[src/rtl/uart_mmio_bridge_pkg.sv]
// Shared definitions for the UART MMIO bridge: register offsets,
// CON bit positions and the TX/RX state encodings.
package uart_mmio_bridge_pkg;

   // Register offsets relative to BASE_ADDR
   localparam logic [31:0] TXD_OFF = 32'h0000_0000;
   localparam logic [31:0] RXD_OFF = 32'h0000_0004;
   localparam logic [31:0] CON_OFF = 32'h0000_0008;

   // CON register bit positions
   localparam int CON_SEND_EN     = 0;
   localparam int CON_RECV_EN     = 1;
   localparam int CON_TX_FULL     = 2;
   localparam int CON_RX_NONEMPTY = 3;
   localparam int CON_TX_BUSY     = 4;
   localparam int CON_RX_OVF      = 5;
   localparam int CON_IRQ_EN      = 6;
   localparam int CON_TX_OVF      = 7;

   typedef enum logic [2:0] {
      TX_IDLE      = 3'd0,
      TX_LOAD      = 3'd1,
      TX_TRIG      = 3'd2,
      TX_WAIT_BUSY = 3'd3,
      TX_WAIT_DONE = 3'd4
   } tx_state_e;

   typedef enum logic [1:0] {
      RX_IDLE     = 2'd0,
      RX_CAPTURE  = 2'd1,
      RX_ACK      = 2'd2,
      RX_WAIT_CLR = 2'd3
   } rx_state_e;

endpackage

[src/rtl/uart_byte_fifo.sv]
// Byte FIFO with extra-MSB pointers (equal = empty, MSB differs = full).
//
// Handshake: a push is accepted only on a cycle where push=1 and full=0;
// a pop is accepted only on a cycle where pop=1 and empty=0. Requests made
// against full/empty are ignored by the FIFO. dout always shows the head
// entry and is only meaningful while empty=0. Push and pop accepted in the
// same cycle both take effect and leave the occupancy unchanged.
module uart_byte_fifo #(
   parameter int DEPTH = 4
) (
   input  logic       clk,
   input  logic       rst,
   input  logic       push,
   input  logic       pop,
   input  logic [7:0] din,
   output logic [7:0] dout,
   output logic       full,
   output logic       empty
);

   localparam int AW = $clog2(DEPTH);
   localparam logic [AW:0] PTR_ONE = {{AW{1'b0}}, 1'b1};

   logic [AW:0] wr_ptr_q;
   logic [AW:0] rd_ptr_q;
   logic [7:0]  mem_q [DEPTH];
   logic        push_ok;
   logic        pop_ok;

   assign empty   = (wr_ptr_q == rd_ptr_q);
   assign full    = (wr_ptr_q[AW] != rd_ptr_q[AW]) &&
                    (wr_ptr_q[AW-1:0] == rd_ptr_q[AW-1:0]);
   assign push_ok = push && !full;
   assign pop_ok  = pop && !empty;
   assign dout    = mem_q[rd_ptr_q[AW-1:0]];

   // Pointer update; reset discards contents by equalising the pointers
   always_ff @(posedge clk or posedge rst) begin
      if (rst) begin
         wr_ptr_q <= '0;
         rd_ptr_q <= '0;
      end else begin
         if (push_ok) wr_ptr_q <= wr_ptr_q + PTR_ONE;
         if (pop_ok)  rd_ptr_q <= rd_ptr_q + PTR_ONE;
      end
   end

   // Storage write; contents need no reset since the pointers gate visibility
   always_ff @(posedge clk) begin
      if (push_ok) mem_q[wr_ptr_q[AW-1:0]] <= din;
   end

endmodule

[src/rtl/uart_mmio_bridge.sv]
// CPU-bus to UART transceiver bridge: TX/RX byte FIFOs, send/receive
// handshake sequencers, CON status/control register and a level interrupt.
module uart_mmio_bridge
   import uart_mmio_bridge_pkg::*;
#(
   parameter logic [31:0] BASE_ADDR    = 32'h4000_0018,
   parameter int          FIFO_DEPTH   = 4,
   parameter int          PULSE_CYCLES = 2
) (
   input  logic        sysclk,
   input  logic        reset,
   input  logic [31:0] addr,
   input  logic        mem_wr,
   input  logic        mem_rd,
   input  logic [31:0] wdata,
   output logic [31:0] rdata,
   output logic        irq,
   output logic [7:0]  writedata,
   output logic        send_trigger,
   output logic        send_enable,
   input  logic        send_state,
   output logic        recv_enable,
   input  logic        recv_state,
   output logic        Uart_state_trigger,
   input  logic [7:0]  readdata
);

   localparam int PW = (PULSE_CYCLES > 1) ? $clog2(PULSE_CYCLES) : 1;
   localparam logic [PW-1:0] PULSE_LAST = PW'(PULSE_CYCLES - 1);
   localparam logic [PW-1:0] CNT_ONE    = PW'(1);

   // Address decode
   logic txd_hit, rxd_hit, con_hit;
   assign txd_hit = (addr == BASE_ADDR + TXD_OFF);
   assign rxd_hit = (addr == BASE_ADDR + RXD_OFF);
   assign con_hit = (addr == BASE_ADDR + CON_OFF);

   // Control / status registers
   logic send_enable_q, recv_enable_q, irq_en_q;
   logic tx_ovf_q, rx_ovf_q, irq_q;

   // Synchronizers for the transceiver's asynchronous status lines
   logic send_sync1_q, send_sync_q;
   logic recv_sync1_q, recv_sync_q, recv_prev_q;
   logic recv_rise;

   // FSM state, exposed as named typed registers for observation
   tx_state_e      tx_state_q;
   rx_state_e      rx_state_q;
   logic [PW-1:0]  tx_cnt_q, rx_cnt_q;
   logic [7:0]     writedata_q;
   logic           send_trigger_q, recv_ack_q;

   // FIFO interfaces
   logic       tx_push, tx_pop, tx_full, tx_empty;
   logic       rx_push, rx_pop, rx_full, rx_empty;
   logic [7:0] tx_dout, rx_dout;
   logic       tx_busy;
   logic       con_wr;
   logic [7:0] con_rd;
   logic       unused_wdata;

   assign con_wr       = mem_wr && con_hit;
   assign tx_push      = mem_wr && txd_hit;
   assign tx_pop       = (tx_state_q == TX_LOAD);
   assign rx_push      = (rx_state_q == RX_CAPTURE);
   assign rx_pop       = mem_rd && rxd_hit;
   assign tx_busy      = (tx_state_q != TX_IDLE);
   assign recv_rise    = recv_sync_q && !recv_prev_q;
   assign unused_wdata = ^{wdata[31:8], wdata[4:2]};

   uart_byte_fifo #(.DEPTH(FIFO_DEPTH)) u_tx_fifo (
      .clk   (sysclk),
      .rst   (reset),
      .push  (tx_push),
      .pop   (tx_pop),
      .din   (wdata[7:0]),
      .dout  (tx_dout),
      .full  (tx_full),
      .empty (tx_empty)
   );

   uart_byte_fifo #(.DEPTH(FIFO_DEPTH)) u_rx_fifo (
      .clk   (sysclk),
      .rst   (reset),
      .push  (rx_push),
      .pop   (rx_pop),
      .din   (readdata),
      .dout  (rx_dout),
      .full  (rx_full),
      .empty (rx_empty)
   );

   // Two-flop synchronizers plus the previous recv sample for edge detect
   always_ff @(posedge sysclk or posedge reset) begin
      if (reset) begin
         send_sync1_q <= 1'b1;
         send_sync_q  <= 1'b1;
         recv_sync1_q <= 1'b0;
         recv_sync_q  <= 1'b0;
         recv_prev_q  <= 1'b0;
      end else begin
         send_sync1_q <= send_state;
         send_sync_q  <= send_sync1_q;
         recv_sync1_q <= recv_state;
         recv_sync_q  <= recv_sync1_q;
         recv_prev_q  <= recv_sync_q;
      end
   end

   // CON fields, sticky overflow flags and the registered interrupt
   always_ff @(posedge sysclk or posedge reset) begin
      if (reset) begin
         send_enable_q <= 1'b0;
         recv_enable_q <= 1'b0;
         irq_en_q      <= 1'b0;
         tx_ovf_q      <= 1'b0;
         rx_ovf_q      <= 1'b0;
         irq_q         <= 1'b0;
      end else begin
         if (con_wr) begin
            send_enable_q <= wdata[CON_SEND_EN];
            recv_enable_q <= wdata[CON_RECV_EN];
            irq_en_q      <= wdata[CON_IRQ_EN];
         end
         if (tx_push && tx_full)              tx_ovf_q <= 1'b1;
         else if (con_wr && wdata[CON_TX_OVF]) tx_ovf_q <= 1'b0;
         // A new overflow wins over a simultaneous clear so it is never lost
         if (rx_push && rx_full)              rx_ovf_q <= 1'b1;
         else if (con_wr && wdata[CON_RX_OVF]) rx_ovf_q <= 1'b0;
         irq_q <= irq_en_q && (!rx_empty || (!tx_busy && tx_empty));
      end
   end

   // TX sequencer: load a byte, pulse send_trigger, follow send_state low then high
   always_ff @(posedge sysclk or posedge reset) begin
      if (reset) begin
         tx_state_q     <= TX_IDLE;
         tx_cnt_q       <= '0;
         writedata_q    <= 8'h00;
         send_trigger_q <= 1'b1;
      end else begin
         case (tx_state_q)
            TX_IDLE: begin
               if (!tx_empty && send_enable_q) tx_state_q <= TX_LOAD;
            end
            TX_LOAD: begin
               writedata_q    <= tx_dout;
               send_trigger_q <= 1'b0;
               tx_cnt_q       <= PULSE_LAST;
               tx_state_q     <= TX_TRIG;
            end
            TX_TRIG: begin
               if (tx_cnt_q == '0) begin
                  send_trigger_q <= 1'b1;
                  tx_state_q     <= TX_WAIT_BUSY;
               end else begin
                  tx_cnt_q <= tx_cnt_q - CNT_ONE;
               end
            end
            TX_WAIT_BUSY: begin
               if (!send_sync_q) tx_state_q <= TX_WAIT_DONE;
            end
            TX_WAIT_DONE: begin
               if (send_sync_q) tx_state_q <= TX_IDLE;
            end
            default: begin
               tx_state_q     <= TX_IDLE;
               send_trigger_q <= 1'b1;
            end
         endcase
      end
   end

   // RX sequencer: capture on recv_state rise, pulse the ack, wait for release
   always_ff @(posedge sysclk or posedge reset) begin
      if (reset) begin
         rx_state_q <= RX_IDLE;
         rx_cnt_q   <= '0;
         recv_ack_q <= 1'b1;
      end else begin
         case (rx_state_q)
            RX_IDLE: begin
               if (recv_rise && recv_enable_q) rx_state_q <= RX_CAPTURE;
            end
            RX_CAPTURE: begin
               recv_ack_q <= 1'b0;
               rx_cnt_q   <= PULSE_LAST;
               rx_state_q <= RX_ACK;
            end
            RX_ACK: begin
               if (rx_cnt_q == '0) begin
                  recv_ack_q <= 1'b1;
                  rx_state_q <= RX_WAIT_CLR;
               end else begin
                  rx_cnt_q <= rx_cnt_q - CNT_ONE;
               end
            end
            RX_WAIT_CLR: begin
               if (!recv_sync_q) rx_state_q <= RX_IDLE;
            end
            default: begin
               rx_state_q <= RX_IDLE;
               recv_ack_q <= 1'b1;
            end
         endcase
      end
   end

   // CON read image
   always_comb begin
      con_rd                  = 8'h00;
      con_rd[CON_SEND_EN]     = send_enable_q;
      con_rd[CON_RECV_EN]     = recv_enable_q;
      con_rd[CON_TX_FULL]     = tx_full;
      con_rd[CON_RX_NONEMPTY] = !rx_empty;
      con_rd[CON_TX_BUSY]     = tx_busy;
      con_rd[CON_RX_OVF]      = rx_ovf_q;
      con_rd[CON_IRQ_EN]      = irq_en_q;
      con_rd[CON_TX_OVF]      = tx_ovf_q;
   end

   // Read mux, combinational from addr; unmapped and TXD read as zero
   always_comb begin
      rdata = 32'h0000_0000;
      if (rxd_hit && !rx_empty) rdata = {24'h000000, rx_dout};
      else if (con_hit)         rdata = {24'h000000, con_rd};
   end

   assign irq                = irq_q;
   assign writedata          = writedata_q;
   assign send_trigger       = send_trigger_q;
   assign Uart_state_trigger = recv_ack_q;
   assign send_enable        = send_enable_q;
   assign recv_enable        = recv_enable_q;

endmodule

[config.mk]
export PLATFORM = sky130hd
export DESIGN_NAME = uart_mmio_bridge
export DESIGN_NICKNAME = d
export VERILOG_FILES = /design/src/rtl/uart_mmio_bridge_pkg.sv /design/src/rtl/uart_byte_fifo.sv /design/src/rtl/uart_mmio_bridge.sv
export SDC_FILE = /design/constraint.sdc
export NUM_CORES = 1
export LEC_CHECK = 0
export ABC_AREA = 1
export BUFFER_PORTS_ARGS = -buffer_cell sky130_fd_sc_hd__buf_4
export CAP_MARGIN = 20
export CORE_MARGIN = 2
export CORE_UTILIZATION = 55
export CTS_CLUSTER_DIAMETER = 100
export DETAILED_ROUTE_END_ITERATION = 6
export PLACE_DENSITY = 0.82
export REMOVE_ABC_BUFFERS = 1
export SLEW_MARGIN = 10
export SYNTH_ARGS = -nofsm -noshare
export SYNTH_HDL_FRONTEND = slang
export SYNTH_HIERARCHICAL = 1
export SYNTH_SLANG_ARGS = --single-unit
[constraint.sdc]
create_clock -name sysclk -period 4.32 [get_ports sysclk]
set_input_delay 0.432 -clock sysclk [delete_from_list [all_inputs] [get_ports sysclk]]
set_output_delay 0.432 -clock sysclk [all_outputs]
set_load 0.01 [all_outputs]
==> out/metrics.yaml <==
cells_and_area:
  stdcell_count: 695
  commonest_non_fill_non_tap_cell_in_the_layout: "nand2_1"
  inserted_diodes: 0
  fraction_of_final_layout_cells_with_drive_strength_greater_than_1_pct: 22.3
  syn_to_final_growth_pct: 14.3
  final_cell_mix: "107 x nand2_1, 75 x buf_4, 64 x nor2_1, 64 x edfxtp_1, 49 x inv_1"
  nets: 672
floorplan:
  die_height_um: 99.9
  fp.dieArea_sq_um: 9990
  placementRows: 35
  core-area_sq_um: 9060
  die-width_um: 99.9
  start_util_pct: 55.8
  top_level_ports: 123
critical_path:
  critical-path-slowest-cell: "dfrtp_1"
  cell_chain_of_the_critical_path: "inv_2, o21ai_0, o22ai_1, nand4_1, o21ai_0, buf_4"
  crit_path_max_fanout: 20
  data_arrival_critical_path_ns: 2.34
  cell_family_with_most_cp_delay: "flip-flops"
  slowest_stage_delay_on_critical_path_ns: 0.85
  critical_path_required_ns: 3.89
  crit_top_cell: "o21ai_0"
  critPathKind: "register to primary output"
  worst_path_bufs_invs: 2
  critical_path.endpoint_type: "primary output"
  worstSetupStartpointType: "register"
drt:
  dr.max_layer_used: "met4"
  remaining_number_of_nets_flagged_by_the_antenna_check_after_routing: 0
  drc: 0
  routed_wire_length_on_met3_um: 537
  route.layer.met1.wl_mm: 3.99
  drt-vias-per-instance: 5.16
  drt_pre_antenna_iters: 7
  iter_0_drt_violations: 208
  route.final.wire_length_mm: 9.77
  post_drt_wl_per_cell_um: 14.1
  dr_wl_met2_mm: 5.10
  vias: 3589
power_and_ir_drop:
  power.share.sequential_pct: 62.9
  power.combinational.fraction_pct: 4.5
  power_frac_clock_pct: 32.6
  internal_power_summed_over_all_cells_w: 0.00131
  power.density_nw_per_um2: 291
  p_sw_share_pct: 22.2
  switching_power_w: 0.000374
  cellLeakagePower_nw: 2.66
  peakVddDrop_v: 0.000221
cts:
  cts_resized: 0
  holdBufCountCts: 0
  cts.clk_slew.worst_paths_ns: 0.10
  clock-root-buffer: "clkbuf_8"
  cts_buffers: 9
  latest_clock_arrival_within_the_worst_skew_pair_ns: 0.37
  cts.repair_timing.setup_buffer_count: 0
  clock_sinks: 104
  tritoncts_clock_tree: "done"
  htreeDepth: 3
  clock_tree.buffer_depth: 2
timing:
  worst_slew_pin_slew_ns: 0.795
  setup_viol: 0
  fin_worst_skew_ns: 0.0131
  final_hold_viols: 0
  final.period_utilization_pct: 64.1
  setup_repair_after_global_routing_missed_its_margin: "false"
  max_clock_freq_ghz: 0.361
  timing.final.crit_period_ns: 2.77
  total_negative_setup_slack_ns: 0
  maxSlewHeadroom_pct: 46.8
  slew_viol_final: 0
logic_synthesis:
  postSynthAreaPerCell_sq_um: 10.1
  ys_seq_elements: 104
  ys_types: 34
  postSynthCellCount: 503
  syn_area_sq_um: 5060
  ys.warnings.count: 6
  seq_area_frac_synth_pct: 57.8
place:
  detailed_place_hpwl_mm: 7.09
  placedCellCount: 678
  io_buffer_count: 74
  gp_congestion: 0.795
grt:
  gr-total-overflow: 0
  grt_max_degree: 29
  grt_use_total_pct: 20.6
  grt_antenna_before_repair: 0
  wire_length_of_the_first_global_routing_pass_mm: 16.0
  grt_pass1_vias: 3495
outcome:
  status: "finished, final reports clean"
job:
  max_cap_viol_count: 0
min_path:
  class_of_the_tightest_hold_or_removal_check: "input pin to async pin"
==> cells in the mapped netlist <==
library cell / n / share of area [%]
nand4_1: 5 / 0.62
dfstp_2: 4 / 2.1
o22ai_1: 16 / 2.0
o21ai_0: 37 / 3.7
nand3_2: 5 / 0.99
inv_1: 49 / 3.6
nand2_2: 7 / 0.87
o21ai_1: 8 / 0.79
edfxtp_1: 64 / 38
a31oi_1: 1 / 0.12
nor3b_4: 1 / 0.37
a21boi_0: 1 / 0.15
a22oi_1: 1 / 0.15
and3_2: 1 / 0.15
nor2_1: 64 / 4.7
nand3_1: 19 / 1.9
nor2_4: 4 / 0.89
o21bai_1: 1 / 0.15
buf_6: 5 / 1.1
xor2_1: 2 / 0.35
nor4_1: 1 / 0.12
conb_1: 1 / 0.074
a21oi_1: 1 / 0.099
dfrtp_1: 36 / 18
nand2_1: 107 / 7.9
buf_4: 26 / 3.9
ha_1: 15 / 3.7
nor2_2: 3 / 0.37
inv_2: 6 / 0.44
nor3_1: 2 / 0.20
buf_2: 3 / 0.30
nand2_4: 3 / 0.67
xnor2_4: 2 / 1.1
nand3_4: 2 / 0.69
==> state kept, by name, indices dropped and copies added (netlist names), 2 cells and up <==
| register | count |
|---|---|
| rx_state_q | 2 |
| tx_state_q | 3 |
| u_rx_fifo/mem_q | 32 |
| u_rx_fifo/rd_ptr_q | 3 |
| u_rx_fifo/wr_ptr_q | 3 |
| u_tx_fifo/mem_q | 32 |
| u_tx_fifo/rd_ptr_q | 3 |
| u_tx_fifo/wr_ptr_q | 3 |
| writedata | 8 |
==> per-stage QoR <==
step | utilization (%) | power, W | instance area, sq um | hold slack, ns | setup WS [ns]
floorplan | - | 0.00110 | 4880 | 0.223 | 2.32
global placement | 61.6 | 0.00115 | 5580 | 0.334 | 1.89
detailed placement | 61.6 | 0.00115 | 5580 | 0.337 | 1.85
CTS | 63.5 | 0.00170 | 5760 | 0.00174 | 1.60
global route | 63.8 | 0.00175 | 5790 | 0.00330 | 1.46
finish | 63.8 | 0.00169 | 5790 | 0.00733 | 1.55
==> area by class of cell <==
type,instances,area [sq um]
clock inverters,7,52.6
flip-flops and latches,104,2930
inverters,55,206
multi-input cells,333,1750
fillers,716,3280
repair buffers,76,591
well taps,111,139
clock buffers,9,124
==> power groups by stage <==
| stage | clock network (W) | registers (W) | logic (W) |
|---|---|---|---|
| 3_5_place_dp | 0 | 0.00108 | 0.0000731 |
| 3_3_place_gp | 0 | 0.00108 | 0.0000702 |
| 5_1_grt | 0.000608 | 0.00106 | 0.0000844 |
| 6_report | 0.000550 | 0.00106 | 0.0000758 |
| 2_1_floorplan | 0 | 0.00108 | 0.0000228 |
| 4_1_cts | 0.000566 | 0.00106 | 0.0000732 |
==> routing by layer <==
metal	vias up	global-route usage [%]
met4	0	7.06
met3	17	3.76
li1	1752	-
met1	1691	24.0
met2	129	38.1
met5	-	0
==> logic make-up (layout without fill, tap and decap cells) <==
logic type               Yosys count  count (layout)  synth area share (%)
AO/OA/AOI/OAI                     66              66                  7.10
adder cells (fa/ha/maj)           15              15                  3.71
other                              1              24                0.0741
flip-flops                       104             104                  57.8
XOR/XNOR                           4               4                  1.43
AND/OR/NAND/NOR                  224             224                  20.5
buffers and inverters             89             147                  9.34
==> final timing paths <==
| kind | startpoint | end | slack, ns | cells past startpoint |
|---|---|---|---|---|
| max in group asynchronous | reset | Uart_state_trigger | 3.78 | 3 |
| min | reset | u_rx_fifo/wr_ptr_q[1] | 0.007 | 2 |
| min in group sysclk | send_state | send_sync1_q | 0.16 | 1 |
| max | u_rx_fifo/rd_ptr_q[0] | rdata[4] | 1.55 | 6 |
| min reg2reg | recv_sync1_q | recv_sync_q | 0.34 | 0 |
| max reg2reg | u_rx_fifo/rd_ptr_q[0] | u_rx_fifo/mem_q[0][4] | 2.11 | 4 |
No activity file was read; power rests on OpenSTA's default activity.
